==> src/rtl/audio_pkg.sv <==
// Shared audio-path definitions: clock generator states and default timing
// constants, also used by the I2S transmitter (32-bit slot counter).
package audio_pkg;

    typedef enum logic [1:0] {
        IDLE  = 2'd0,
        RUN   = 2'd1,
        DRAIN = 2'd2
    } clk_state_t;

    localparam int DEF_MCLK_DIV      = 4;
    localparam int DEF_BCLK_DIV      = 16;
    localparam int DEF_SLOT_BITS     = 32;
    localparam int DEF_FRAME_SAMPLES = 800;

    // A modulus of 1 would give a zero-width counter, so clamp to one bit.
    function automatic int cnt_width(input int modulus);
        return (modulus > 1) ? $clog2(modulus) : 1;
    endfunction

endpackage

==> src/rtl/clk_div_even.sv <==
// Even-ratio 50% duty clock divider with a terminal-count strobe that is high
// in the cycle before the counter wraps, i.e. just before clk_out falls.
module clk_div_even
    import audio_pkg::*;
#(
    parameter int DIV = 4
) (
    input  logic Clk50,
    input  logic reset_n,
    input  logic run,
    output logic clk_out,
    output logic tc
);

    localparam int             W      = cnt_width(DIV);
    localparam logic [W-1:0]   LAST   = W'(DIV - 1);
    localparam logic [W-1:0]   HALF   = W'(DIV / 2);

    logic [W-1:0] cnt;
    logic [W-1:0] cnt_next;

    always_comb begin
        cnt_next = '0;
        tc       = run && (cnt == LAST);
        if (run && (cnt != LAST)) begin
            cnt_next = cnt + 1'b1;
        end
    end

    // clk_out is decoded from the next count so the pin is a plain flop output.
    always_ff @(posedge Clk50) begin
        if (!reset_n) begin
            cnt     <= '0;
            clk_out <= 1'b0;
        end else begin
            cnt     <= cnt_next;
            clk_out <= (cnt_next >= HALF);
        end
    end

endmodule

==> src/rtl/i2s_clkgen.sv <==
// Audio timing master: MClk, SClk and LRClk from Clk50, plus sample and frame
// strobes. Stopping always waits for the end of the current LR period.
module i2s_clkgen
    import audio_pkg::*;
#(
    parameter int MCLK_DIV      = DEF_MCLK_DIV,
    parameter int BCLK_DIV      = DEF_BCLK_DIV,
    parameter int SLOT_BITS     = DEF_SLOT_BITS,
    parameter int FRAME_SAMPLES = DEF_FRAME_SAMPLES
) (
    input  logic Clk50,
    input  logic reset_n,
    input  logic enable,
    output logic MClk,
    output logic SClk,
    output logic LRClk,
    output logic sample_tick,
    output logic new_frame,
    output logic running
);

    localparam int              BITS       = 2 * SLOT_BITS;
    localparam int              BW         = cnt_width(BITS);
    localparam int              FW         = cnt_width(FRAME_SAMPLES);
    localparam logic [BW-1:0]   BIT_LAST   = BW'(BITS - 1);
    localparam logic [BW-1:0]   SLOT_START = BW'(SLOT_BITS);
    localparam logic [FW-1:0]   FRAME_LAST = FW'(FRAME_SAMPLES - 1);

    clk_state_t    state;
    clk_state_t    state_next;
    logic [BW-1:0] bit_cnt;
    logic [BW-1:0] bit_cnt_next;
    logic [FW-1:0] frame_cnt;
    logic [FW-1:0] frame_cnt_next;
    logic          active;
    logic          bclk_tc;
    logic          mclk_tc_unused;
    logic          lr_wrap;
    logic          tick_next;
    logic          frame_next;

    assign active = (state != IDLE);

    clk_div_even #(
        .DIV (MCLK_DIV)
    ) u_mclk_div (
        .Clk50   (Clk50),
        .reset_n (reset_n),
        .run     (active),
        .clk_out (MClk),
        .tc      (mclk_tc_unused)
    );

    clk_div_even #(
        .DIV (BCLK_DIV)
    ) u_bclk_div (
        .Clk50   (Clk50),
        .reset_n (reset_n),
        .run     (active),
        .clk_out (SClk),
        .tc      (bclk_tc)
    );

    always_comb begin
        state_next     = state;
        bit_cnt_next   = bit_cnt;
        frame_cnt_next = frame_cnt;
        tick_next      = 1'b0;
        frame_next     = 1'b0;
        lr_wrap        = bclk_tc && (bit_cnt == BIT_LAST);

        if (bclk_tc) begin
            bit_cnt_next = lr_wrap ? '0 : bit_cnt + 1'b1;
        end

        // frame_cnt keeps counting while draining; only the pulse is withheld.
        if (lr_wrap) begin
            tick_next      = 1'b1;
            frame_cnt_next = (frame_cnt == FRAME_LAST) ? '0 : frame_cnt + 1'b1;
            frame_next     = (frame_cnt == FRAME_LAST) && (state == RUN);
        end

        case (state)
            IDLE: begin
                if (enable) begin
                    state_next = RUN;
                end
            end
            RUN: begin
                if (!enable) begin
                    state_next = DRAIN;
                end
            end
            DRAIN: begin
                if (enable) begin
                    state_next = RUN;
                end else if (lr_wrap) begin
                    state_next = IDLE;
                end
            end
            default: begin
                state_next = IDLE;
            end
        endcase

        if (state_next == IDLE) begin
            bit_cnt_next   = '0;
            frame_cnt_next = '0;
        end
    end

    always_ff @(posedge Clk50) begin
        if (!reset_n) begin
            state       <= IDLE;
            bit_cnt     <= '0;
            frame_cnt   <= '0;
            LRClk       <= 1'b0;
            sample_tick <= 1'b0;
            new_frame   <= 1'b0;
            running     <= 1'b0;
        end else begin
            state       <= state_next;
            bit_cnt     <= bit_cnt_next;
            frame_cnt   <= frame_cnt_next;
            LRClk       <= (bit_cnt_next >= SLOT_START);
            sample_tick <= tick_next;
            new_frame   <= frame_next;
            running     <= (state_next != IDLE);
        end
    end

endmodule
==> config.mk <==
export PLATFORM = sky130hd
export DESIGN_NAME = i2s_clkgen
export DESIGN_NICKNAME = d
export VERILOG_FILES = /design/src/rtl/audio_pkg.sv /design/src/rtl/clk_div_even.sv /design/src/rtl/i2s_clkgen.sv
export SDC_FILE = /design/constraint.sdc
export NUM_CORES = 1
export LEC_CHECK = 0
export BUFFER_PORTS_ARGS = -buffer_cell sky130_fd_sc_hd__buf_2
export CAP_MARGIN = 20
export CORE_MARGIN = 2
export CORE_UTILIZATION = 55
export DETAILED_ROUTE_END_ITERATION = 8
export GPL_ROUTABILITY_DRIVEN = 0
export PLACE_DENSITY_LB_ADDON = 0.08
export SETUP_SLACK_MARGIN = 0.05
export SLEW_MARGIN = 15
export SYNTH_ARGS = -nofsm -noshare
export SYNTH_HDL_FRONTEND = slang
export SYNTH_SLANG_ARGS = --single-unit
==> constraint.sdc <==
create_clock -name Clk50 -period 2.45 [get_ports Clk50]
set_input_delay 0.3675 -clock Clk50 [delete_from_list [all_inputs] [get_ports Clk50]]
set_output_delay 0.3675 -clock Clk50 [all_outputs]
set_load 0.005 [all_outputs]
==> results by group <==
Yosys
  • Adder-cell share of the synthesized area: 3.93%
  • YS warnings: 0
  • #FFs+latches synth: 30
  • Post-synthesis mux area share: 0%
  • Post-synthesis instance total: 131
  • Post-synthesis cell area: 0.00127 mm^2
  • Synth Area in XOR/XNOR: 8.25%
  • Synth Area per Inst: 9.72 um^2
  • Area leader, netlist: dfxtp_1
  • Simple-gate share of the synthesized area: 29.2%
  • Register area share after synthesis: 47.2%
  • Post-synth EDFFs: 0
  • Async SR Flop Fraction: 0%
  • Post-synthesis compound-gate area fraction: 9.53%
  • Largest family of logic cells by synthesized area: simple AND/OR/NAND/NOR gates
  • Dominant synthesized flop cell: dfxtp_1
  • Synth unique cells: 34
  • Syn Nets: 138
  • Synth top area cells: dfxtp_1 (47%), xnor2_1 (6.9%), nor3_1 (5.5%), ha_1 (3.9%), nand3_1 (2.4%)
  • Synth top area share: 47.2%

Critical path
  • Cell family with most CP delay: simple AND/OR/NAND/NOR gates
  • Cell count of the worst reg-to-reg path: 5
  • CP peak stage delay: 520 ps
  • CP arrival: 2340 ps
  • Required @ worst endpoint: 2690 ps
  • Critical-path cell list: ha_1, nand3_4, or3_1, or4_1, a211oi_1
  • Crit path buf inv count: 0
  • CP Capture Type: flop
  • Critical path depth: 5
  • Crit start category: flop
  • CP max FO: 8
  • WS Path Type: flop to flop
  • Critical-path top delay cell: or3_1

Routing
  • Wire length on met1: 1.01 mm
  • Top sig layer: met4
  • Routed Antenna Nets: 0
  • Met3 Routed Length: 91 um
  • Avg WL per Cell: 12.5 um
  • First-pass DRT Iterations: 4
  • Iter 0 DRT Violations: 11
  • Routed WL: 2.19 mm
  • Remaining DRCs: 0
  • Post-DR vias/cell: 5.57
  • Met2 WL: 1.03 mm
  • Via count: 975

Layout
  • Area growth, synth to finish: 11.3%
  • Ant. Diodes: 0
  • Reg area: 601 um^2
  • Layout cells sized above 1: 17.0%
  • Filler instances: 180
  • Multi-input logic area: 648 um^2
  • Cell area after layout: 0.00142 mm^2
  • Final net count: 153

Global route
  • Gr ovfl total: 0
  • Number of global-route vias before repair: 911
  • Largest net degree at the start of global routing: 12
  • First-pass GRT wire length: 3.91 mm
  • Antenna violations before repair: 0
  • Total Routing Usage GR: 20.3%

Floorplan
  • Die outline height: 52.1 um
  • Die area: 0.00272 mm^2
  • IO Count: 9
  • Core footprint: 0.00219 mm^2
  • Site Rows: 17
  • DIE WIDTH: 52.1 um
  • Initial Utilization: 58.1%

Hold path
  • Cell count of the worst hold path: 2
  • Hold Crit Class: input port to flop

CTS
  • Setup bufs post-CTS: 0
  • CTS clk-pin slew, worst paths: 80 ps
  • # resized after CTS: 0
  • CTS buffer count: 5
  • Root Driver: clkbuf_4
  • Hold buffers post-CTS: 0
  • CTS tree: yes
  • Htree depth: 2
  • Sink Count: 30
  • Clock tree buffer depth: 2
  • Skew-Pair Late Insertion Delay: 320 ps

Placement
  • Post-DP HPWL: 1.62 mm
  • PortBufs: 8
  • Post-place setup slack: 343 ps
  • Cell area after placement: 0.00136 mm^2

Power
  • Peak supply drop: 600 uV
  • Pwr/cell area: 577 mW/mm^2
  • Pleak: 0.476 nW
  • Total power: 0.000818 W

Timing
  • Worst-Margin Slew: 605 ps
  • Max Freq: 0.477 GHz
  • RSZ-0062 raised after global routing: false
  • Worst hold slack: 225 ps
  • Final Critical Period: 2100 ps
  • Worst setup margin: 352 ps
  • Final setup viols: 0
  • Max-slew violations: 0
  • Slew margin rel.: 59.3%
  • Clock Skew: 1.86 ps
  • Fin crit share: 85.6%
  • Final hold violations: 0
  • Post-Route Setup TNS: 0 ps

Job
  • Max Cap Viol: 0

Outcome
  • Run status: finished, final reports clean
[final timing paths]
kind / startpoint / end / slack [ps]
setup reg to reg: u_bclk_div.cnt[0] / frame_cnt[5] / 350
hold / removal: enable / state[1] / 220
setup / recovery: u_bclk_div.cnt[0] / frame_cnt[5] / 350
hold reg to reg: u_mclk_div.cnt[0] / u_mclk_div.cnt[0] / 440
[cell usage in the layout (no fill, tap or decap), types with 2 or more instances in the layout]
cell	synthesis	final
nor3b_1	4	4
nor2_1	7	7
buf_2	2	8
buf_4	0	3
dfxtp_1	30	30
and3_1	3	3
ha_1	4	4
a211oi_1	4	4
or3_1	2	2
clkbuf_4	0	5
nor2b_1	3	3
or4_1	2	2
nand4_1	4	4
nand2_1	7	7
xor2_1	2	2
a21oi_1	4	4
nand3_1	6	6
xnor2_1	10	10
inv_1	3	3
o31ai_1	2	2
nor3_1	14	14
nor4_1	4	4
[registers in the layout, summed over array words and instances, names as in the netlist]
| name | cells |
|---|---|
| new_frame | 1 |
| u_bclk_div.cnt | 4 |
| bit_cnt | 6 |
| state | 2 |
| running | 1 |
| u_mclk_div.clk_out | 1 |
| u_mclk_div.cnt | 2 |
| u_bclk_div.clk_out | 1 |
| frame_cnt | 10 |
| sample_tick | 1 |
| LRClk | 1 |
[cells by family after synthesis]
group	after synthesis
simple gates	62
buf+inv	6
flops	30
compound gates	17
fa+ha+maj	4
xor+xnor	12
[final cells by class]
type                       count  share of cell area [%]
multi-input combinational     95                    45.7
sequential                    30                    42.4
timing repair buffer          11                    4.41
clock buffer                   7                    3.88
tap                           28                    2.47
inverter                       3                   0.794
clock inverter                 1                   0.353
[cells in the mapped netlist (3+ instances only)]
| library cell | number |
|---|---|
| dfxtp_1 | 30 |
| nor3_1 | 14 |
| xnor2_1 | 10 |
| nand2_1 | 7 |
| nor2_1 | 7 |
| nand3_1 | 6 |
| a211oi_1 | 4 |
| a21oi_1 | 4 |
| ha_1 | 4 |
| nand4_1 | 4 |
| nor3b_1 | 4 |
| nor4_1 | 4 |
| and3_1 | 3 |
| inv_1 | 3 |
| nor2b_1 | 3 |
[worst reg2reg max path: cells and delay by family (launching register included)]
family	cells	cell delay (ps)
simple gates	3	1160
flops	1	360
fa+ha+maj	1	270
compound gates	1	230
[power breakdown]
part | total (W) | internal (W) | switching [W]
combinational | 0.0000294 | 0.0000125 | 0.0000168
sequential | 0.000497 | 0.000493 | 0.00000449
clock | 0.000291 | 0.000139 | 0.000152
[per-layer routing]
metal	up-vias	track usage, %
met5	-	0
li1	512	-
met2	11	31.4
met3	5	8.62
met4	0	10.5
met1	447	23.6
[per-stage QoR]
stage | instances | util [%]
detailed placement | 167 | 62.0
global placement | 167 | 62.0
floorplan | 131 | -
CTS | 175 | 64.7
global route | 175 | 64.7
finish | 175 | 64.7
Note: power is estimated with default switching activity, not from simulation.
